<file path="src/rtl/msrv32_imm_stage_reg.sv">
// Decode-to-execute pipeline register: captures PC, immediate and instr[24:0] in a 2-entry skid buffer.
// Latency: 1 cycle from upstream transfer to m_valid_out when empty; 1 beat/cycle sustained with m_ready_in high.
// Backpressure: s_ready_out is registered (= skid entry empty); it never depends on m_ready_in in the same cycle.
//
// Ports:
//   ms_riscv32_mp_clk_in / ms_riscv32_mp_rst_in : clock, async active-low reset
//   flush_in                                    : squash all held entries (taken branch/jump)
//   s_valid_in / s_ready_out / pc_in / instr_in / imm_in : upstream beat from decode / imm generator
//   m_valid_out / m_ready_in / pc_out / imm_out / *_out  : downstream beat to execute
//   occupancy_out                               : number of valid entries held (0..2)
module msrv32_imm_stage_reg #(
    parameter int XLEN = 32
) (
    input  logic            ms_riscv32_mp_clk_in,
    input  logic            ms_riscv32_mp_rst_in,
    input  logic            flush_in,
    input  logic            s_valid_in,
    output logic            s_ready_out,
    input  logic [XLEN-1:0] pc_in,
    input  logic [31:0]     instr_in,
    input  logic [XLEN-1:0] imm_in,
    output logic            m_valid_out,
    input  logic            m_ready_in,
    output logic [XLEN-1:0] pc_out,
    output logic [XLEN-1:0] imm_out,
    output logic [6:0]      opcode_out,
    output logic [4:0]      rd_addr_out,
    output logic [2:0]      funct3_out,
    output logic [4:0]      rs1_addr_out,
    output logic [4:0]      rs2_addr_out,
    output logic [1:0]      occupancy_out
);

    // Main entry drives the outputs; skid entry holds the younger beat while execute stalls.
    logic            r_main_vld;
    logic [XLEN-1:0] r_main_pc;
    logic [XLEN-1:0] r_main_imm;
    logic [24:0]     r_main_instr;

    logic            r_skid_vld;
    logic [XLEN-1:0] r_skid_pc;
    logic [XLEN-1:0] r_skid_imm;
    logic [24:0]     r_skid_instr;

    logic            r_s_rdy;

    logic            w_up_xfer;
    logic            w_dn_xfer;

    assign w_up_xfer = s_valid_in & r_s_rdy;
    assign w_dn_xfer = r_main_vld & m_ready_in;

    always_ff @(posedge ms_riscv32_mp_clk_in or negedge ms_riscv32_mp_rst_in) begin
        if (!ms_riscv32_mp_rst_in) begin
            r_main_vld   <= 1'b0;
            r_main_pc    <= '0;
            r_main_imm   <= '0;
            r_main_instr <= '0;
            r_skid_vld   <= 1'b0;
            r_skid_pc    <= '0;
            r_skid_imm   <= '0;
            r_skid_instr <= '0;
            r_s_rdy      <= 1'b1;
        end else if (flush_in) begin
            // Squash only the valid bits; payload keeps its last value.
            // An offered beat is dropped and a concurrent downstream
            // transfer has already been taken by execute.
            r_main_vld <= 1'b0;
            r_skid_vld <= 1'b0;
            r_s_rdy    <= 1'b1;
        end else if (!r_main_vld) begin
            // EMPTY: skid is necessarily empty here.
            if (w_up_xfer) begin
                r_main_vld   <= 1'b1;
                r_main_pc    <= pc_in;
                r_main_imm   <= imm_in;
                r_main_instr <= instr_in[24:0];
            end
        end else if (!r_skid_vld) begin
            // ONE
            if (w_up_xfer && w_dn_xfer) begin
                r_main_pc    <= pc_in;
                r_main_imm   <= imm_in;
                r_main_instr <= instr_in[24:0];
            end else if (w_up_xfer) begin
                r_skid_vld   <= 1'b1;
                r_skid_pc    <= pc_in;
                r_skid_imm   <= imm_in;
                r_skid_instr <= instr_in[24:0];
                r_s_rdy      <= 1'b0;
            end else if (w_dn_xfer) begin
                r_main_vld <= 1'b0;
            end
        end else begin
            // FULL: s_ready is low so no upstream transfer can occur.
            if (w_dn_xfer) begin
                r_main_pc    <= r_skid_pc;
                r_main_imm   <= r_skid_imm;
                r_main_instr <= r_skid_instr;
                r_skid_vld   <= 1'b0;
                r_s_rdy      <= 1'b1;
            end
        end
    end

    assign s_ready_out   = r_s_rdy;
    assign m_valid_out   = r_main_vld;
    assign pc_out        = r_main_pc;
    assign imm_out       = r_main_imm;
    assign opcode_out    = r_main_instr[6:0];
    assign rd_addr_out   = r_main_instr[11:7];
    assign funct3_out    = r_main_instr[14:12];
    assign rs1_addr_out  = r_main_instr[19:15];
    assign rs2_addr_out  = r_main_instr[24:20];
    // Skid valid implies main valid, so the count is {skid, main & ~skid}.
    assign occupancy_out = {r_skid_vld, r_main_vld & ~r_skid_vld};

endmodule

</file>
<file path="config.mk">
export PLATFORM = sky130hd
export DESIGN_NAME = msrv32_imm_stage_reg
export DESIGN_NICKNAME = d
export VERILOG_FILES = /design/src/rtl/msrv32_imm_stage_reg.sv
export SDC_FILE = /design/constraint.sdc
export NUM_CORES = 1
export LEC_CHECK = 0
export CAP_MARGIN = 20
export CORE_ASPECT_RATIO = 1.5
export CORE_MARGIN = 5
export CORE_UTILIZATION = 53
export CTS_CLUSTER_DIAMETER = 120
export DETAILED_ROUTE_END_ITERATION = 8
export HOLD_SLACK_MARGIN = 0.06
export PLACE_DENSITY = 0.85
export SKIP_LAST_GASP = 1
export SLEW_MARGIN = 20
export SYNTH_ARGS = -nofsm -noshare
export SYNTH_HDL_FRONTEND = slang
export SYNTH_SLANG_ARGS = --single-unit
export TNS_END_PERCENT = 30
</file>
<file path="constraint.sdc">
create_clock -name ms_riscv32_mp_clk_in -period 3.6 [get_ports ms_riscv32_mp_clk_in]
set_clock_uncertainty 0.1 [all_clocks]
set_input_delay 0.72 -clock ms_riscv32_mp_clk_in [delete_from_list [all_inputs] [get_ports ms_riscv32_mp_clk_in]]
set_output_delay 0.72 -clock ms_riscv32_mp_clk_in [all_outputs]
set_load 0.01 [all_outputs]
</file>
==> out/summary.json, run 1 <==
{
  "final.setup.tns_ns": 0,
  "total_switching_power_mw": 1.52,
  "critical-path-slowest-cell": "dfrtp_1",
  "final_count_of_hold_timing_violations": 0,
  "final_nets": 776,
  "num_antenna_cells": 0,
  "crit-reg2reg-capture": "r_main_instr[10]",
  "critical_path.reg2reg.startpoint": "s_ready_out",
  "internal_power_mw": 4.40,
  "synth.avg_cell_area_um2": 15.9,
  "h-tree-depth": 4,
  "worst-r2r-setup-slack_ns": 1.38,
  "areaGrowthSynthToFinish_pct": 33.7,
  "io_pins": 194,
  "critical_path.endpoint_type": "output port",
  "grt_pass1_vias": 5453,
  "pwr-share-clk": 0.299,
  "cts_tree": "built",
  "gp_congestion": 0.749,
  "pin_count_of_the_biggest_net_entering_global_routing": 82,
  "final_antenna_net_count": 0,
  "holdWs_ns": 0.254,
  "setup-violations-final": 0,
  "hold_path_class": "in2async",
  "switching_share": 0.257,
  "cts_hold_fix_bufs": 0,
  "initial_drc_count": 125,
  "grt_setup_unrepaired": "no",
  "final_layout_size_suffix_gt1_frac": 0.437,
  "overflow": 0,
  "power.share.combinational": 0.230,
  "clock.fmax_mhz": 397,
  "post_synth_inst_count": 492,
  "drc": 0,
  "slew-limit-headroom": 0.494,
  "met2_length_mm": 8.70,
  "timing.critical_path.max_delay_family": "flip-flops",
  "clock_path_buffers": 2,
  "clock_tree.root_cell": "clkbuf_16",
  "maximum_cell_stage_delay_along_the_critical_path_ns": 0.57,
  "finalCritPeriodShare": 0.699,
  "cts.repair.resized": 0,
  "r2r.worst_path.cells": 4,
  "postSynthNetCount": 593,
  "yosys_register_bits": 181,
  "p_leak_nw": 4.36,
  "synth.yosys.seq_area_share": 0.579,
  "grt_first_pass_wirelength_mm": 27.5,
  "yosysWarnings": 0,
  "power_per_cell_area_nw_per_um2": 566,
  "timing_worst_setup_path_type": "reg2out",
  "max_slew.worst_pin.slew_ns": 0.758,
  "report.final.slew_viol_count": 0,
  "design.die.area_um2": 17300,
  "initial_antenna_violation_count": 0,
  "floorplan.die.width_um": 109,
  "detail_route.wirelength.met1_mm": 6.39,
  "dr.max_layer_used": "met4",
  "placementRows": 54,
  "die-height_um": 159,
  "tritoncts.num_buffers": 17,
  "crit_path_cell_trace": "nor2b_1 -> clkdlybuf4s50_1",
  "numPortBuffers": 186,
  "dr.pass1.iters": 4,
  "result_of_the_run": "finished clean",
  "period_needed_ns": 2.52,
  "routed_via_count": 4652,
  "final.setup.worst_slack_ns": 1.08,
  "globalRouteTotalUtil": 0.201,
  "initial_cell_density_of_the_core": 0.538,
  "setup.worst_path.start_class": "flip-flop",
  "dr_wl_met3_mm": 1.20,
  "syn-cell-area_um2": 7820,
  "arrival_ns": 1.70,
  "ir_drop_mv": 0.397,
  "detail_route.wl_per_cell_um": 18.8,
  "drv.max_cap_violation_count": 0,
  "critical_path_buf_inv_count": 1,
  "worst_setup_hold_path_clk_slew_ns": 0.07,
  "core-area_um2": 14500,
  "unique_masters_post_synth": 21,
  "crit_fanout": 9,
  "worstPathRequired_ns": 2.78,
  "hpwl_mm": 11.6,
  "detail_route.wirelength_mm": 16.6,
  "seqPwrFrac": 0.471,
  "clkLatencyLatePin_ns": 0.41,
  "post-cts-setup-buffer-count": 0,
  "tritoncts_num_sinks": 181,
  "worst_setup_slack_before_clock_tree_synthesis_ns": 0.690,
  "drt-vias-per-instance": 5.27
}
[metrics by stage]
step / cell area [um2] / utilization / total power [mW] / std cells
floorplan: 7820 / - / 3.43 / 492
global placement: 9890 / 0.681 / 4.11 / 852
detailed placement: 9890 / 0.681 / 4.21 / 852
CTS: 10500 / 0.720 / 6.00 / 883
global route: 10500 / 0.720 / 6.24 / 883
finish: 10500 / 0.720 / 5.92 / 883
[how the worst max path moves through the flow]
| stage | start | to | slack [ns] | depth (start not counted) |
|---|---|---|---|---|
| 6_report | m_valid_out | occupancy_out[0] | 1.08 | 2 |
| 3_5_place_dp | s_valid_in | pc_out[28] | 0.69 | 5 |
| 4_1_cts | m_valid_out | occupancy_out[0] | 1.06 | 2 |
| 3_3_place_gp | s_valid_in | pc_out[15] | 0.74 | 5 |
| 5_1_grt | m_valid_out | occupancy_out[0] | 0.98 | 2 |
| 2_1_floorplan | s_valid_in | r_skid_pc[21] | 1.48 | 5 |
[power by group through the flow]
stage | Sequential [mW] | Combinational [mW] | Clock (mW)
after CTS | 2.79 | 1.38 | 1.82
final | 2.79 | 1.36 | 1.77
after global placement | 2.78 | 1.33 | 0
after global routing | 2.86 | 1.47 | 1.91
after floorplan | 2.86 | 0.567 | 0
after detailed placement | 2.83 | 1.38 | 0
[routing by layer]
metal  GRT usage  vias to the layer above
li1            -                     2143
met1       0.235                     2350
met2       0.345                      139
met3      0.0727                       20
met4      0.0596                        0
met5           0                        -
[cells in the final DEF, fill, tap and decap left out, types with 2 or more instances in the layout]
cell type / instances
mux2_1: 10
a31oi_1: 2
buf_4: 3
buf_12: 5
dfrtp_1: 180
mux2_2: 257
clkinv_4: 3
inv_6: 3
clkbuf_16: 17
clkinvlp_4: 3
clkdlybuf4s50_1: 185
[Yosys cell counts]
cell | number | area, um2
a21oi_1 | 1 | 5.00
buf_4 | 4 | 30.0
buf_6 | 1 | 11.3
o21ai_0 | 1 | 5.00
mux2_1 | 10 | 113
mux2_2 | 257 | 2890
dfstp_2 | 1 | 26.3
nand2_1 | 1 | 3.75
nor3b_1 | 1 | 7.51
clkbuf_1 | 7 | 26.3
dfrtp_1 | 180 | 4500
o21bai_1 | 1 | 7.51
nand2_4 | 1 | 11.3
nor4_4 | 1 | 21.3
a31oi_1 | 2 | 12.5
a221oi_4 | 1 | 26.3
nor2b_1 | 1 | 6.26
a211oi_1 | 1 | 7.51
buf_2 | 18 | 90.1
inv_1 | 1 | 3.75
nand2b_1 | 1 | 6.26
[state kept, by name, indices dropped and copies added, names as in the netlist]
name / count
imm_out: 32
pc_out: 32
r_skid_imm: 32
r_skid_pc: 32
r_main_instr: 25
r_skid_instr: 25
m_valid_out: 1
r_skid_vld: 1
s_ready_out: 1
[cell type report]
type	count	area (um2)
sequential	181	4530
fill	939	4070
multi-input combinational	280	3130
timing repair buffer	194	1990
clock buffer	19	443
tap	196	245
clock inverter	12	121
inverter	1	3.75
[cell families (layout without fill, tap and decap cells)]
| family | Yosys count | in the layout | synth area share |
|---|---|---|---|
| mux | 267 | 267 | 0.385 |
| flops | 181 | 181 | 0.579 |
| buf+inv | 31 | 226 | 0.0206 |
| compound gates | 7 | 7 | 0.00816 |
| simple gates | 6 | 6 | 0.00720 |
(Power assumes the default switching activity.)
==> run 2, diff against run 1 <==
--- a/config.mk
+++ b/config.mk
@@ -8,11 +8,11 @@
 export CAP_MARGIN = 20
 export CORE_ASPECT_RATIO = 1.5
 export CORE_MARGIN = 5
-export CORE_UTILIZATION = 53
+export CORE_UTILIZATION = 45
 export CTS_CLUSTER_DIAMETER = 120
 export DETAILED_ROUTE_END_ITERATION = 8
 export HOLD_SLACK_MARGIN = 0.06
-export PLACE_DENSITY = 0.85
+export PLACE_DENSITY = 0.77
 export SKIP_LAST_GASP = 1
 export SLEW_MARGIN = 20
 export SYNTH_ARGS = -nofsm -noshare
==> constraint.sdc (replaced) <==
create_clock -name ms_riscv32_mp_clk_in -period 2.1 [get_ports ms_riscv32_mp_clk_in]
set_clock_uncertainty 0.1 [all_clocks]
set_input_delay 0.42 -clock ms_riscv32_mp_clk_in [delete_from_list [all_inputs] [get_ports ms_riscv32_mp_clk_in]]
set_output_delay 0.42 -clock ms_riscv32_mp_clk_in [all_outputs]
set_load 0.01 [all_outputs]
==> run 2 against run 1 <==
Compared with the run above: sequential power up 72%; first-iteration DRC count up 79%; critical endpoint is now s_ready_out; clock-buffer cell count up 2; largest cell class unchanged; hold slack better by 0.13 ns; combinational power up 76%; clock power up 86%; largest power group unchanged.
==> out/summary.json, run 2 (synthesized netlist as in run 1, its figures left out) <==
{
  "num_antenna_cells": {"value": 0, "change": "unchanged"},
  "period_needed_ns": 2.05,
  "worst-r2r-setup-slack": {"value": 0.07, "unit": "ns", "change": "was 1.38 ns"},
  "startpoint": {"value": "s_ready_out", "change": "was m_valid_out"},
  "initial_drc_count": {"value": 224, "change": "was 125"},
  "fill_cells": {"value": 1308, "change": "was 939"},
  "final_nets": {"value": 800, "change": "was 776"},
  "io_pins": {"value": 194, "change": "unchanged"},
  "floorplan.die.width": {"value": 118, "unit": "um", "change": "was 109 um"},
  "grt_pass1_vias": {"value": 5675, "change": "was 5,453"},
  "critical_path_buf_inv_count": {"value": 1, "change": "unchanged"},
  "areaGrowthSynthToFinish": {"value": 38.0, "unit": "%", "change": "was 33.7%"},
  "max_slew.worst_pin.slew": {"value": 0.558, "unit": "ns", "change": "was 0.758 ns"},
  "worst_setup_path_endpoint": {"value": "s_ready_out", "change": "was occupancy_out[0]"},
  "final_core_util": {"value": 0.627, "change": "was 0.720"},
  "result_of_the_run": {"value": "finished clean", "change": "unchanged"},
  "report.final.slew_viol_count": {"value": 0, "change": "unchanged"},
  "r2r.worst_path.cells": {"value": 4, "change": "unchanged"},
  "clock_path_buffers": {"value": 2, "change": "unchanged"},
  "critical_path.reg2reg.startpoint": {"value": "s_ready_out", "change": "unchanged"},
  "power_per_cell_area": {"value": 971, "unit": "nW/um2", "change": "was 566 nW/um2"},
  "timing.critical_path.max_delay_family": {"value": "flip-flops", "change": "unchanged"},
  "crit-reg2reg-capture": {"value": "pc_out[13]", "change": "was r_main_instr[10]"},
  "ir_drop": {"value": 0.730, "unit": "mV", "change": "was 0.397 mV"},
  "final_antenna_net_count": {"value": 0, "change": "unchanged"},
  "gp_congestion": {"value": 0.780, "change": "was 0.749"},
  "layout_common_cells": {"value": "mux2_2 (257), clkdlybuf4s50_1 (184), dfrtp_1 (178)", "change": "was mux2_2 (257), clkdlybuf4s50_1 (185), dfrtp_1 (180)"},
  "numPortBuffers": {"value": 186, "change": "unchanged"},
  "slew-limit-headroom": {"value": 0.628, "change": "was 0.494"},
  "initial_cell_density_of_the_core": {"value": 0.455, "change": "was 0.538"},
  "routed_via_count": {"value": 4835, "change": "was 4,652"},
  "worstPathRequired": {"value": 1.58, "unit": "ns", "change": "was 2.78 ns"},
  "p_leak": {"value": 4.55, "unit": "nW", "change": "was 4.36 nW"},
  "globalRouteTotalUtil": {"value": 0.183, "change": "was 0.201"},
  "finalPower": {"value": 10.5, "unit": "mW", "change": "was 5.92 mW"},
  "crit_path_cell_trace": {"value": "clkdlybuf4s50_1", "change": "was nor2b_1 -> clkdlybuf4s50_1"},
  "die-height": {"value": 171, "unit": "um", "change": "was 159 um"},
  "h-tree-depth": {"value": 4, "change": "unchanged"},
  "core-area": {"value": 17200, "unit": "um2", "change": "was 14,500 um2"},
  "setup-violations-final": {"value": 0, "change": "unchanged"},
  "clock.fmax_mhz": 488,
  "tritoncts.num_buffers": {"value": 17, "change": "unchanged"},
  "top_usage_layer": {"value": "met2", "change": "unchanged"},
  "maximum_cell_stage_delay_along_the_critical_path": {"value": 0.56, "unit": "ns", "change": "was 0.57 ns"},
  "arrival": {"value": 1.53, "unit": "ns", "change": "was 1.70 ns"},
  "critical-path-slowest-cell": {"value": "dfstp_2", "change": "was dfrtp_1"},
  "drc": {"value": 0, "change": "unchanged"},
  "detail_route.wirelength": {"value": 17.9, "unit": "mm", "change": "was 16.6 mm"},
  "tritoncts_num_sinks": {"value": 181, "change": "unchanged"},
  "final_count_of_hold_timing_violations": {"value": 0, "change": "unchanged"},
  "hpwl": {"value": 12.8, "unit": "mm", "change": "was 11.6 mm"},
  "grt_first_pass_wirelength": {"value": 29.8, "unit": "mm", "change": "was 27.5 mm"},
  "ff_latch_area": {"value": 4530, "unit": "um2", "change": "about the same"},
  "final.setup.tns": {"value": 0, "unit": "ns", "change": "unchanged"},
  "drt-vias-per-instance": {"value": 5.24, "change": "was 5.27"},
  "gr-usage-met3": {"value": 0.0516, "change": "was 0.0727"},
  "cp_num_cells": {"value": 1, "change": "was 2"},
  "worst_setup_hold_path_clk_slew": {"value": 0.06, "unit": "ns", "change": "was 0.07 ns"},
  "pin_count_of_the_biggest_net_entering_global_routing": {"value": 68, "change": "was 82"},
  "drv.max_cap_violation_count": {"value": 0, "change": "unchanged"},
  "dr.pass1.iters": {"value": 4, "change": "unchanged"},
  "design.die.area": {"value": 20200, "unit": "um2", "change": "was 17,300 um2"},
  "overflow": {"value": 0, "change": "unchanged"},
  "met2_usage": {"value": 0.319, "change": "was 0.345"},
  "detail_route.wl_per_cell": {"value": 19.4, "unit": "um", "change": "was 18.8 um"},
  "clkLatencyLatePin": {"value": 0.41, "unit": "ns", "change": "about the same"},
  "crit_fanout": {"value": 4, "change": "was 9"},
  "setup.worst_path.start_class": {"value": "flip-flop", "change": "unchanged"},
  "grt_setup_unrepaired": {"value": "yes", "change": "was no"},
  "hold_path_class": {"value": "reg2reg", "change": "was in2async"},
  "finalCritPeriodShare": 0.975,
  "placementRows": {"value": 59, "change": "was 54"},
  "final_common_cell": {"value": "mux2_2", "change": "unchanged"},
  "initial_antenna_violation_count": {"value": 0, "change": "unchanged"},
  "timing_worst_setup_path_type": {"value": "reg2out", "change": "unchanged"},
  "final_layout_size_suffix_gt1_frac": {"value": 0.456, "change": "was 0.437"},
  "multiInputGateArea": {"value": 3130, "unit": "um2", "change": "unchanged"},
  "cts_tree": {"value": "built", "change": "unchanged"},
  "clock_tree.root_cell": {"value": "clkbuf_16", "change": "unchanged"},
  "globalRouteMet1Util": {"value": 0.218, "change": "was 0.235"},
  "critical_path.endpoint_type": {"value": "output port", "change": "unchanged"}
}
==> run 2: changes by cell type in the layout (fill, tap and decap cells not counted) <==
cell | previous run | this run
dlygate4sd3_1 | 0 | 1
bufinv_16 | 1 | 3
clkinv_2 | 1 | 0
inv_8 | 1 | 0
buf_12 | 5 | 11
dfrtp_1 | 180 | 178
buf_4 | 3 | 20
clkinvlp_4 | 3 | 0
dfrtp_2 | 0 | 2
dlymetal6s2s_1 | 0 | 1
clkbuf_8 | 1 | 3
clkdlybuf4s50_1 | 185 | 184
==> run 2: area by class of cell <==
class | count | share of cell area
Tap cell | 213 | 0.0247
Timing Repair Buffer | 218 | 0.208
Sequential cell | 181 | 0.420
Clock buffer | 21 | 0.0436
Multi-Input combinational cell | 280 | 0.290
Inverter | 1 | 0.000348
Clock inverter | 9 | 0.0132
==> run 2: worst min path at each step <==
| stage | slack [ns] | from | cells past startpoint | end |
|---|---|---|---|---|
| 2_1_floorplan | 0.02 | ms_riscv32_mp_rst_in | 0 | imm_out[0] |
| 3_3_place_gp | 0.31 | ms_riscv32_mp_rst_in | 1 | r_skid_imm[14] |
| 3_5_place_dp | 0.32 | ms_riscv32_mp_rst_in | 1 | r_skid_imm[14] |
| 4_1_cts | 0.39 | r_skid_pc[23] | 1 | r_skid_pc[23] |
| 5_1_grt | 0.41 | imm_out[1] | 1 | imm_out[1] |
| 6_report | 0.39 | r_skid_pc[23] | 1 | r_skid_pc[23] |
==> run 2: repair_timing <==
item | 4_1_cts | 5_1_grt
pin swaps | 0 | 0
setup buffers | 3 | 0
hold endpoints to repair | 46 | 0
setup endpoints to repair | 3 | 4
resized for setup | 2 | 1
cloned | 0 | 0
hold buffers | 1 | 0
==> run 2: metrics by stage <==
step / setup slack (ns) / std cells / instance area (um2) / hold WS, ns
2_1_floorplan: 0.129 / 492 / 7820 / 0.0244
3_5_place_dp: -0.344 / 889 / 10100 / 0.325
3_3_place_gp: -0.250 / 889 / 10100 / 0.306
6_report: 0.0526 / 923 / 10800 / 0.387
4_1_cts: 0.0265 / 923 / 10800 / 0.390
5_1_grt: -0.0196 / 923 / 10800 / 0.413
==> run 2: routing by layer <==
layer	vias up	routed length, um
met4	0	410
met3	26	898
li1	2189	-
met2	139	9380
met5	-	0
met1	2481	7210
==> run 2: power by group <==
group          internal (mW)  switching (mW)  total [mW]
registers               4.35           0.446        4.79
logic                   1.56           0.837        2.40
clock network           1.97            1.31        3.29
==> run 3, diff against run 2 <==
--- a/config.mk
+++ b/config.mk
@@ -7,13 +7,12 @@
 export LEC_CHECK = 0
 export CAP_MARGIN = 20
 export CORE_ASPECT_RATIO = 1.5
-export CORE_MARGIN = 5
+export CORE_MARGIN = 8
 export CORE_UTILIZATION = 45
 export CTS_CLUSTER_DIAMETER = 120
 export DETAILED_ROUTE_END_ITERATION = 8
 export HOLD_SLACK_MARGIN = 0.06
 export PLACE_DENSITY = 0.77
-export SKIP_LAST_GASP = 1
 export SLEW_MARGIN = 20
 export SYNTH_ARGS = -nofsm -noshare
 export SYNTH_HDL_FRONTEND = slang
==> run 3 against run 2 <==
Compared with the run above: routed wire length up 0.36%; maximum frequency rose by 0.73%; clock power decreased by 3%; non-clock buffer count fell by 8; final cell count decreased by 0.65%; setup slack gained 0.015 ns; largest cell class unchanged; largest power group unchanged; highest routed layer unchanged.
==> out/summary.json, run 3 (synthesized netlist as in run 1, its figures left out) <==
{
  "timing.critical_path.max_delay_family": {"value": "buffers and inverters", "change": "was flip-flops"},
  "crit_path_cell_trace": {"value": "clkdlybuf4s50_1", "change": "unchanged"},
  "tritoncts_num_sinks": {"value": 181, "change": "unchanged"},
  "worst_setup_hold_path_clk_slew": {"value": 0.07, "unit": "ns", "change": "was 0.06 ns"},
  "h-tree-depth": {"value": 4, "change": "unchanged"},
  "grt_setup_unrepaired": {"value": "no", "change": "was yes"},
  "overflow": {"value": 0, "change": "unchanged"},
  "drc": {"value": 0, "change": "unchanged"},
  "areaGrowthSynthToFinish": {"value": 37.1, "unit": "%", "change": "was 38.0%"},
  "io_pins": {"value": 194, "change": "unchanged"},
  "maximum_cell_stage_delay_along_the_critical_path": {"value": 0.61, "unit": "ns", "change": "was 0.56 ns"},
  "routed_via_count": {"value": 4727, "change": "was 4,835"},
  "numPortBuffers": {"value": 186, "change": "unchanged"},
  "final_antenna_net_count": {"value": 0, "change": "unchanged"},
  "dpl_cell_area": {"value": 10100, "unit": "um2", "change": "about the same"},
  "detail_route.wl_per_cell": {"value": 19.6, "unit": "um", "change": "was 19.4 um"},
  "setup.worst_path.start_class": {"value": "flip-flop", "change": "unchanged"},
  "ir_drop": {"value": 0.549, "unit": "mV", "change": "was 0.730 mV"},
  "clkLatencyLatePin": {"value": 0.42, "unit": "ns", "change": "was 0.41 ns"},
  "worstPathRequired": {"value": 1.58, "unit": "ns", "change": "about the same"},
  "hpwl": {"value": 12.9, "unit": "mm", "change": "was 12.8 mm"},
  "slew-limit-headroom": {"value": 0.694, "change": "was 0.628"},
  "final_core_util": {"value": 0.623, "change": "was 0.627"},
  "finalCritPeriodShare": {"value": 0.968, "change": "was 0.975"},
  "globalRouteTotalUtil": {"value": 0.169, "change": "was 0.183"},
  "hold_path_class": {"value": "reg2reg", "change": "unchanged"},
  "holdWs": {"value": 0.390, "unit": "ns", "change": "was 0.387 ns"},
  "multiInputGateArea": {"value": 3130, "unit": "um2", "change": "unchanged"},
  "power_per_cell_area": {"value": 964, "unit": "nW/um2", "change": "was 971 nW/um2"},
  "initial_drc_count": {"value": 202, "change": "was 224"},
  "critical_path_buf_inv_count": {"value": 1, "change": "unchanged"},
  "period_needed": {"value": 2.03, "unit": "ns", "change": "was 2.05 ns"},
  "drv.max_cap_violation_count": {"value": 0, "change": "unchanged"},
  "result_of_the_run": {"value": "finished clean", "change": "unchanged"},
  "layout_common_cells": {"value": "mux2_2 (257), clkdlybuf4s50_1 (182), dfrtp_1 (178)", "change": "was mux2_2 (257), clkdlybuf4s50_1 (184), dfrtp_1 (178)"},
  "num_antenna_cells": {"value": 0, "change": "unchanged"},
  "timing_worst_setup_path_type": {"value": "reg2out", "change": "unchanged"},
  "arrival": {"value": 1.51, "unit": "ns", "change": "was 1.53 ns"},
  "fill_cells": {"value": 1299, "change": "was 1,308"},
  "gp_congestion": {"value": 0.758, "change": "was 0.780"},
  "critical-path-slowest-cell": {"value": "clkdlybuf4s50_1", "change": "was dfstp_2"},
  "clock.fmax": {"value": 492, "unit": "MHz", "change": "was 488 MHz"},
  "max_slew.worst_pin.slew": {"value": 0.459, "unit": "ns", "change": "was 0.558 ns"},
  "detail_route.wirelength": {"value": 18.0, "unit": "mm", "change": "was 17.9 mm"},
  "dr.pass1.iters": {"value": 4, "change": "unchanged"},
  "critical_path.endpoint_type": {"value": "output port", "change": "unchanged"},
  "clock_tree.root_cell": {"value": "clkbuf_16", "change": "unchanged"},
  "ff_latch_area": {"value": 4530, "unit": "um2", "change": "unchanged"},
  "p_leak": {"value": 4.51, "unit": "nW", "change": "was 4.55 nW"},
  "placementRows": {"value": 59, "change": "unchanged"},
  "final_cell_area": {"value": 10700, "unit": "um2", "change": "was 10,800 um2"},
  "grt_first_pass_wirelength": {"value": 28.6, "unit": "mm", "change": "was 29.8 mm"},
  "final_nets": {"value": 792, "change": "was 800"},
  "cts_tree": {"value": "built", "change": "unchanged"},
  "crit_fanout": {"value": 9, "change": "was 4"},
  "design.die.area": {"value": 21900, "unit": "um2", "change": "was 20,200 um2"},
  "place_inst": {"value": 884, "change": "was 889"},
  "pin_count_of_the_biggest_net_entering_global_routing": {"value": 57, "change": "was 68"},
  "core-area": {"value": 17200, "unit": "um2", "change": "unchanged"},
  "drt-vias-per-instance": {"value": 5.15, "change": "was 5.24"},
  "floorplan.die.width": {"value": 124, "unit": "um", "change": "was 118 um"},
  "initial_cell_density_of_the_core": {"value": 0.455, "change": "unchanged"},
  "clock_path_buffers": {"value": 2, "change": "unchanged"},
  "tritoncts.num_buffers": {"value": 17, "change": "unchanged"},
  "final_layout_size_suffix_gt1_frac": {"value": 0.452, "change": "was 0.456"},
  "initial_antenna_violation_count": {"value": 0, "change": "unchanged"},
  "final_count_of_hold_timing_violations": {"value": 0, "change": "unchanged"},
  "instances_no_fill": {"value": 917, "change": "was 923"},
  "setup-violations-final": {"value": 0, "change": "unchanged"},
  "report.final.slew_viol_count": {"value": 0, "change": "unchanged"},
  "die-height": {"value": 177, "unit": "um", "change": "was 171 um"},
  "finalPower": {"value": 10.3, "unit": "mW", "change": "was 10.5 mW"},
  "grt_pass1_vias": {"value": 5447, "change": "was 5,675"},
  "post-cts-setup-buffer-count": {"value": 0, "change": "was 3"},
  "final_common_cell": {"value": "mux2_2", "change": "unchanged"}
}
[run 3: cell types whose count changed in the layout (fill, tap and decap cells not counted)]
cell / before / now
bufinv_16: 3 / 2
dlygate4sd2_1: 0 / 1
clkinvlp_4: 0 / 2
clkdlybuf4s50_1: 184 / 182
buf_4: 20 / 11
dlymetal6s2s_1: 1 / 2
clkbuf_8: 3 / 1
clkinv_4: 3 / 4
buf_12: 11 / 12
clkinv_2: 0 / 2
[run 3: final timing paths]
| check | start | endpoint | slack (ns) | cells after the start |
|---|---|---|---|---|
| worst max-delay path | m_valid_out | m_valid_out | 0.07 | 1 |
| worst min-delay path | r_skid_pc[28] | r_skid_pc[28] | 0.39 | 1 |
| worst max register to register | s_ready_out | r_skid_instr[14] | 0.09 | 4 |
| worst min register to register | r_skid_pc[28] | r_skid_pc[28] | 0.39 | 1 |
| max in group asynchronous | ms_riscv32_mp_rst_in | s_ready_out | 0.84 | 3 |
| min in group asynchronous | ms_riscv32_mp_rst_in | r_skid_imm[7] | 0.40 | 2 |
[run 3: per-stage QoR]
step,setup slack (ns),setup TNS (ns)
after floorplan,0.129,0
after global placement,-0.261,-36.25
after detailed placement,-0.298,-38.50
after CTS,0.00216,0
after global routing,0.00566,0
final,0.0675,0
[run 3: layout make-up]
class                   instances  share of cell area
clock inverters                13              0.0137
multi-input cells             280               0.292
inverters                       1            0.000350
clock buffers                  19              0.0413
flip-flops and latches        181               0.423
repair buffers                210               0.205
well taps                     213              0.0249
[run 3: routing by layer]
| metal | wire length, um | vias to the layer above | part of all wire | global-route usage |
|---|---|---|---|---|
| li1 | - | 2165 | - | - |
| met1 | 6760 | 2423 | 0.38 | 0.184 |
| met2 | 9550 | 121 | 0.53 | 0.297 |
| met3 | 1360 | 18 | 0.076 | 0.0570 |
| met4 | 286 | 0 | 0.016 | 0.0549 |
| met5 | 0 | - | 0 | 0 |
[run 3: where the power goes]
group / internal, mW / switching (mW) / total, mW
Sequential: 4.35 / 0.447 / 4.79
Clock: 1.80 / 1.38 / 3.18
Combinational: 1.55 / 0.820 / 2.37
[run 3: timing repair]
action / CTS / global route
hold buffers: 1 / 0
gates resized for setup: 3 / 2
endpoints found under the setup margin: 3 / 2
hold endpoints to repair: 41 / 0
==> RTL edit 1 (settings of run 3) <==
`XLEN`: 32 -> 16.
--- a/src/rtl/msrv32_imm_stage_reg.sv
+++ b/src/rtl/msrv32_imm_stage_reg.sv
@@ -9,7 +9,7 @@
 //   m_valid_out / m_ready_in / pc_out / imm_out / *_out  : downstream beat to execute
 //   occupancy_out                               : number of valid entries held (0..2)
 module msrv32_imm_stage_reg #(
-    parameter int XLEN = 32
+    parameter int XLEN = 16
 ) (
     input  logic            ms_riscv32_mp_clk_in,
     input  logic            ms_riscv32_mp_rst_in,
Interface: changed (resized imm_in, imm_out, pc_in and pc_out); port bits go from 194 to 130. No check against the original RTL was run, so the function may have changed too.
==> RTL edit 1 against run 3 <==
  * Routed wire length fell by 36%
  * Register-to-register slack improved by 0.03 ns
  * Power fell by 27%
  * Sequential cell count fell by 64
  * Setup slack improved by 0.0096 ns
  * Final area fell by 33%
  * Largest cell class unchanged
  * Area after synthesis fell by 35%
  * Critical endpoint is now s_ready_out
==> RTL edit 1: results (changes against run 3) <==
* Outcome: finished clean
* Max H-tree Level at 4 (unchanged)
* Max IR drop VDD at 0.635 mV (+16%)
* Seq/Total Area, Yosys at 0.575 (-0.00441)
* Postcts setup bufs at 0 (unchanged)
* Count of cell types in the netlist at 19 (-9.5%)
* First drt pass iteration count at 4 (unchanged)
* Number of DRC markers in iteration 0 at 67 (-67%)
* Commonest cells in the netlist: mux2_2 (171), dfrtp_1 (116), buf_2 (6), buf_6 (6), buf_4 (5)
* Layout net count at 531 (-33%)
* CP max FO at 4 (-5)
* Top delay family on crit path: flip-flops
* Share of cells above drive strength 1 at 0.474 (+0.0220)
* Clock slew at reported path FFs at 0.06 ns
* Sw frac at 0.238 (-0.0177)
* Initial antenna violation count at 0 (unchanged)
* Vias in the first global route at 3582 (-34%)
* Ys async rst share at 1.00 (unchanged)
* Antenna diodes at 0 (unchanged)
* Clk Latency, worst-skew pair at 0.40 ns (-0.02 ns)
* Largest registers: r_main_instr: 25 flops, r_skid_instr: 25 flops
* DR vias at 3147 (-33%)
* Yosys warning count at 0 (unchanged)
* Rel. slew slack at 0.725 (+0.0305)
* Syn nets at 390 (-34%)
* HPWL Detailed at 8040 um (-38%)
* Synth area leaders: dfrtp_1 (57%), mux2_2 (38%), buf_6 (1.3%)
* Wire length of the first global-routing pass at 18700 um (-35%)
* Slowest Stage Delay on Critical Path at 0.55 ns (-0.06 ns)
* Synth Flop Type: dfrtp_1
* Die ar. at 15000 um2 (-31%)
* CP max stage cell: dfstp_2
* Clock Tree Root: clkbuf_16
* Arrival time at the worst endpoint at about 1.5 ns
* Largest net degree at the start of global routing at 77 (+35%)
* DRT Wirelength at 11400 um (-36%)
* Final-layout fill cell count at 866 (-33%)
* Final estimated routing congestion in global placement at 0.694 (-8.5%)
* Pleak at 3.05 nW (-32%)
* CTS max path bufs at 2 (unchanged)
* Total Routing Usage GR at 0.161 (-0.00730)
* Num CTS Buffers at 17 (unchanged)
* Worst min path class: flip-flop to flip-flop
* # port buffers at 122 (-34%)
-- RTL edit 1: repair_timing --
action / in CTS / in global routing
resized for setup: 1 / 1
setup endpoints to repair: 1 / 1
hold buffers: 1 / 0
endpoints found under the hold margin: 116 / 0
-- RTL edit 1: area by class of cell --
cell class,instances,area [um2],share of cell area
multi-input cells,184,2040,0.282
well taps,147,184,0.0254
repair buffers,141,1450,0.201
inverters,1,3.75,0.000519
clock inverters,11,149,0.0206
clock buffers,21,470,0.0651
flip-flops and latches,117,2930,0.405
-- RTL edit 1: stage by stage --
stage | cells | worst slack (ns) | hold WS [ns] | cell area (um2)
6_report | 622 | 0.0772 | 0.401 | 7230
5_1_grt | 622 | 0.0104 | 0.413 | 7230
4_1_cts | 622 | 0.0448 | 0.405 | 7230
3_5_place_dp | 589 | -0.244 | 0.329 | 6600
3_3_place_gp | 589 | -0.227 | 0.320 | 6600
2_1_floorplan | 321 | 0.205 | 0.0244 | 5090
-- RTL edit 1: cell families (layout without fill, tap and decap cells) --
family,after synthesis,in the layout,synth area share
compound gates,7,7,0.0103
simple gates,6,6,0.00786
flops,117,117,0.575
buf+inv,20,174,0.0287
mux,171,171,0.378
-- RTL edit 1: worst paths after layout --
kind                                       startpoint                      endpoint  slack [ns]  cells past startpoint
max reg2reg                   s_ready_out$_DFFE_PN1P_     r_skid_imm[5]$_DFFE_PN0P_        0.12                      4
min reg2reg                r_skid_imm[10]$_DFFE_PN0P_    r_skid_imm[10]$_DFFE_PN0P_        0.40                      1
max                           s_ready_out$_DFFE_PN1P_                   s_ready_out        0.08                      1
min in group asynchronous        ms_riscv32_mp_rst_in         pc_out[2]$_DFFE_PN0P_        0.45                      3
max in group asynchronous        ms_riscv32_mp_rst_in  r_main_instr[23]$_DFFE_PN0P_        1.06                      3
min                        r_skid_imm[10]$_DFFE_PN0P_    r_skid_imm[10]$_DFFE_PN0P_        0.40                      1
-- RTL edit 1: metal layers --
metal | wire (um) | track usage
met3 | 610 | 0.0500
met4 | 125 | 0.0545
met5 | 0 | 0
met1 | 4620 | 0.182
met2 | 6060 | 0.278
-- RTL edit 1: power by group through the flow --
stage | clock (mW) | combinational, mW | sequential, mW
global placement | 0 | 1.52 | 3.08
finish | 2.96 | 1.54 | 3.08
floorplan | 0 | 0.635 | 3.17
CTS | 3.03 | 1.58 | 3.09
detailed placement | 0 | 1.57 | 3.12
global route | 3.12 | 1.66 | 3.16
==> RTL edit 2 (settings of run 3) <==
Without the edit above. Reset style: synchronous (`ms_riscv32_mp_rst_in`), changed in one clocked block. Comments in the files are not updated.
--- a/src/rtl/msrv32_imm_stage_reg.sv
+++ b/src/rtl/msrv32_imm_stage_reg.sv
@@ -50,7 +50,7 @@
     assign w_up_xfer = s_valid_in & r_s_rdy;
     assign w_dn_xfer = r_main_vld & m_ready_in;
 
-    always_ff @(posedge ms_riscv32_mp_clk_in or negedge ms_riscv32_mp_rst_in) begin
+    always_ff @(posedge ms_riscv32_mp_clk_in) begin
         if (!ms_riscv32_mp_rst_in) begin
             r_main_vld   <= 1'b0;
             r_main_pc    <= '0;
Formal check against the unedited RTL: not equivalent (a bounded check fails within 4 cycles, from zero or initial values and one cycle with ms_riscv32_mp_rst_in low; the reset may be asserted at any time).
==> RTL edit 2 against run 3 <==
  * Area after synthesis up 19%
  * Setup slack gained 0.021 ns
  * Power decreased by 24%
  * Final area is 11% higher
  * Via count is 90% higher
  * Sequential cell count is the same
  * Routed wire length up 57%
  * Global-route usage up 4.3 points
  * Count of clock-buffer cells in the layout is 2 lower
  * Critical endpoint is now occupancy_out[0]
==> RTL edit 2: results (changes against run 3) <==
* Outcome: finished clean
* FF-to-FF setup slack at 0.21 ns (+0.12 ns)
* HPWL Detailed at 16600 um (+29%)
* Mux contribution to synthesized area at 0 (-0.385)
* Slowest Stage Delay on Critical Path at 0.55 ns (-0.06 ns)
* Via density at 6.26 (+22%)
* CP max FO at 7 (-2)
* Share of cells above drive strength 1 at 0.104 (-0.348)
* Ys async rst share at 0 (-1.00)
* Synth Flop Type: dfxtp_1
* Gate Count Post-Synth at 1070 (+120%)
* Synth area leaders: dfxtp_1 (39%), a2111o_1 (11%), a21oi_1 (9.8%)
* M3 GR Usage at 0.0500 (-0.00701)
* Routed met2 length at 14000 um (+47%)
* Layout net count at 1255 (+58%)
* R2R Path Start: m_valid_out$_SDFF_PP0_
* Setup crit end: occupancy_out[0]
* Met2 Usage GRT at 0.356 (+0.0596)
* Seq/Total Area, Yosys at 0.390 (-0.189)
* Max IR drop VDD at 0.530 mV (-3.5%)
* Reg2reg end: r_skid_imm[19]$_SDFFE_PN0P_
* Min-Delay Path Depth at 2 (+1)
* DR WL met3 at 1930 um (+41%)
* DRT Wirelength at 28100 um (+57%)
* Final worst hold slack at 0.365 ns (-0.0257 ns)
* Pleak at 4.07 nW (-9.7%)
* Count of cell types in the netlist at 27 (+29%)
* Total Routing Usage GR at 0.212 (+0.0433)
* Pre-CTS WS at -0.0312 ns (+0.267 ns)
## RTL edit 2: power breakdown
part	switching, mW	leakage (nW)	internal, mW
registers	0.0519	1.47	3.52
logic	0.612	2.32	0.586
clock network	1.52	0.281	1.57
## RTL edit 2: cell type report
class / instances / area (um2)
Sequential cell: 181 / 3630
Multi-Input combinational cell: 728 / 4920
Clock buffer: 17 / 425
Tap cell: 264 / 330
Clock inverter: 15 / 130
Fill cell: 1860 / 8430
Timing Repair Buffer: 224 / 2460
Inverter: 2 / 12.5
Antenna cell: 1 / 2.50
## RTL edit 2: logic make-up (layout without fill, tap and decap cells)
group,after synthesis,in the layout
AO/OA/AOI/OAI,542,542
buffers and inverters,161,258
flip-flops,181,181
other,0,1
AND/OR/NAND/NOR,186,186
## RTL edit 2: what timing repair did
item / in CTS / in global routing
setup endpoints to repair: 1 / 3
hold endpoints to repair: 0 / 0
hold buffers: 0 / 0
gates cloned: 0 / 0
gates resized for setup: 0 / 2
setup buffers: 1 / 0
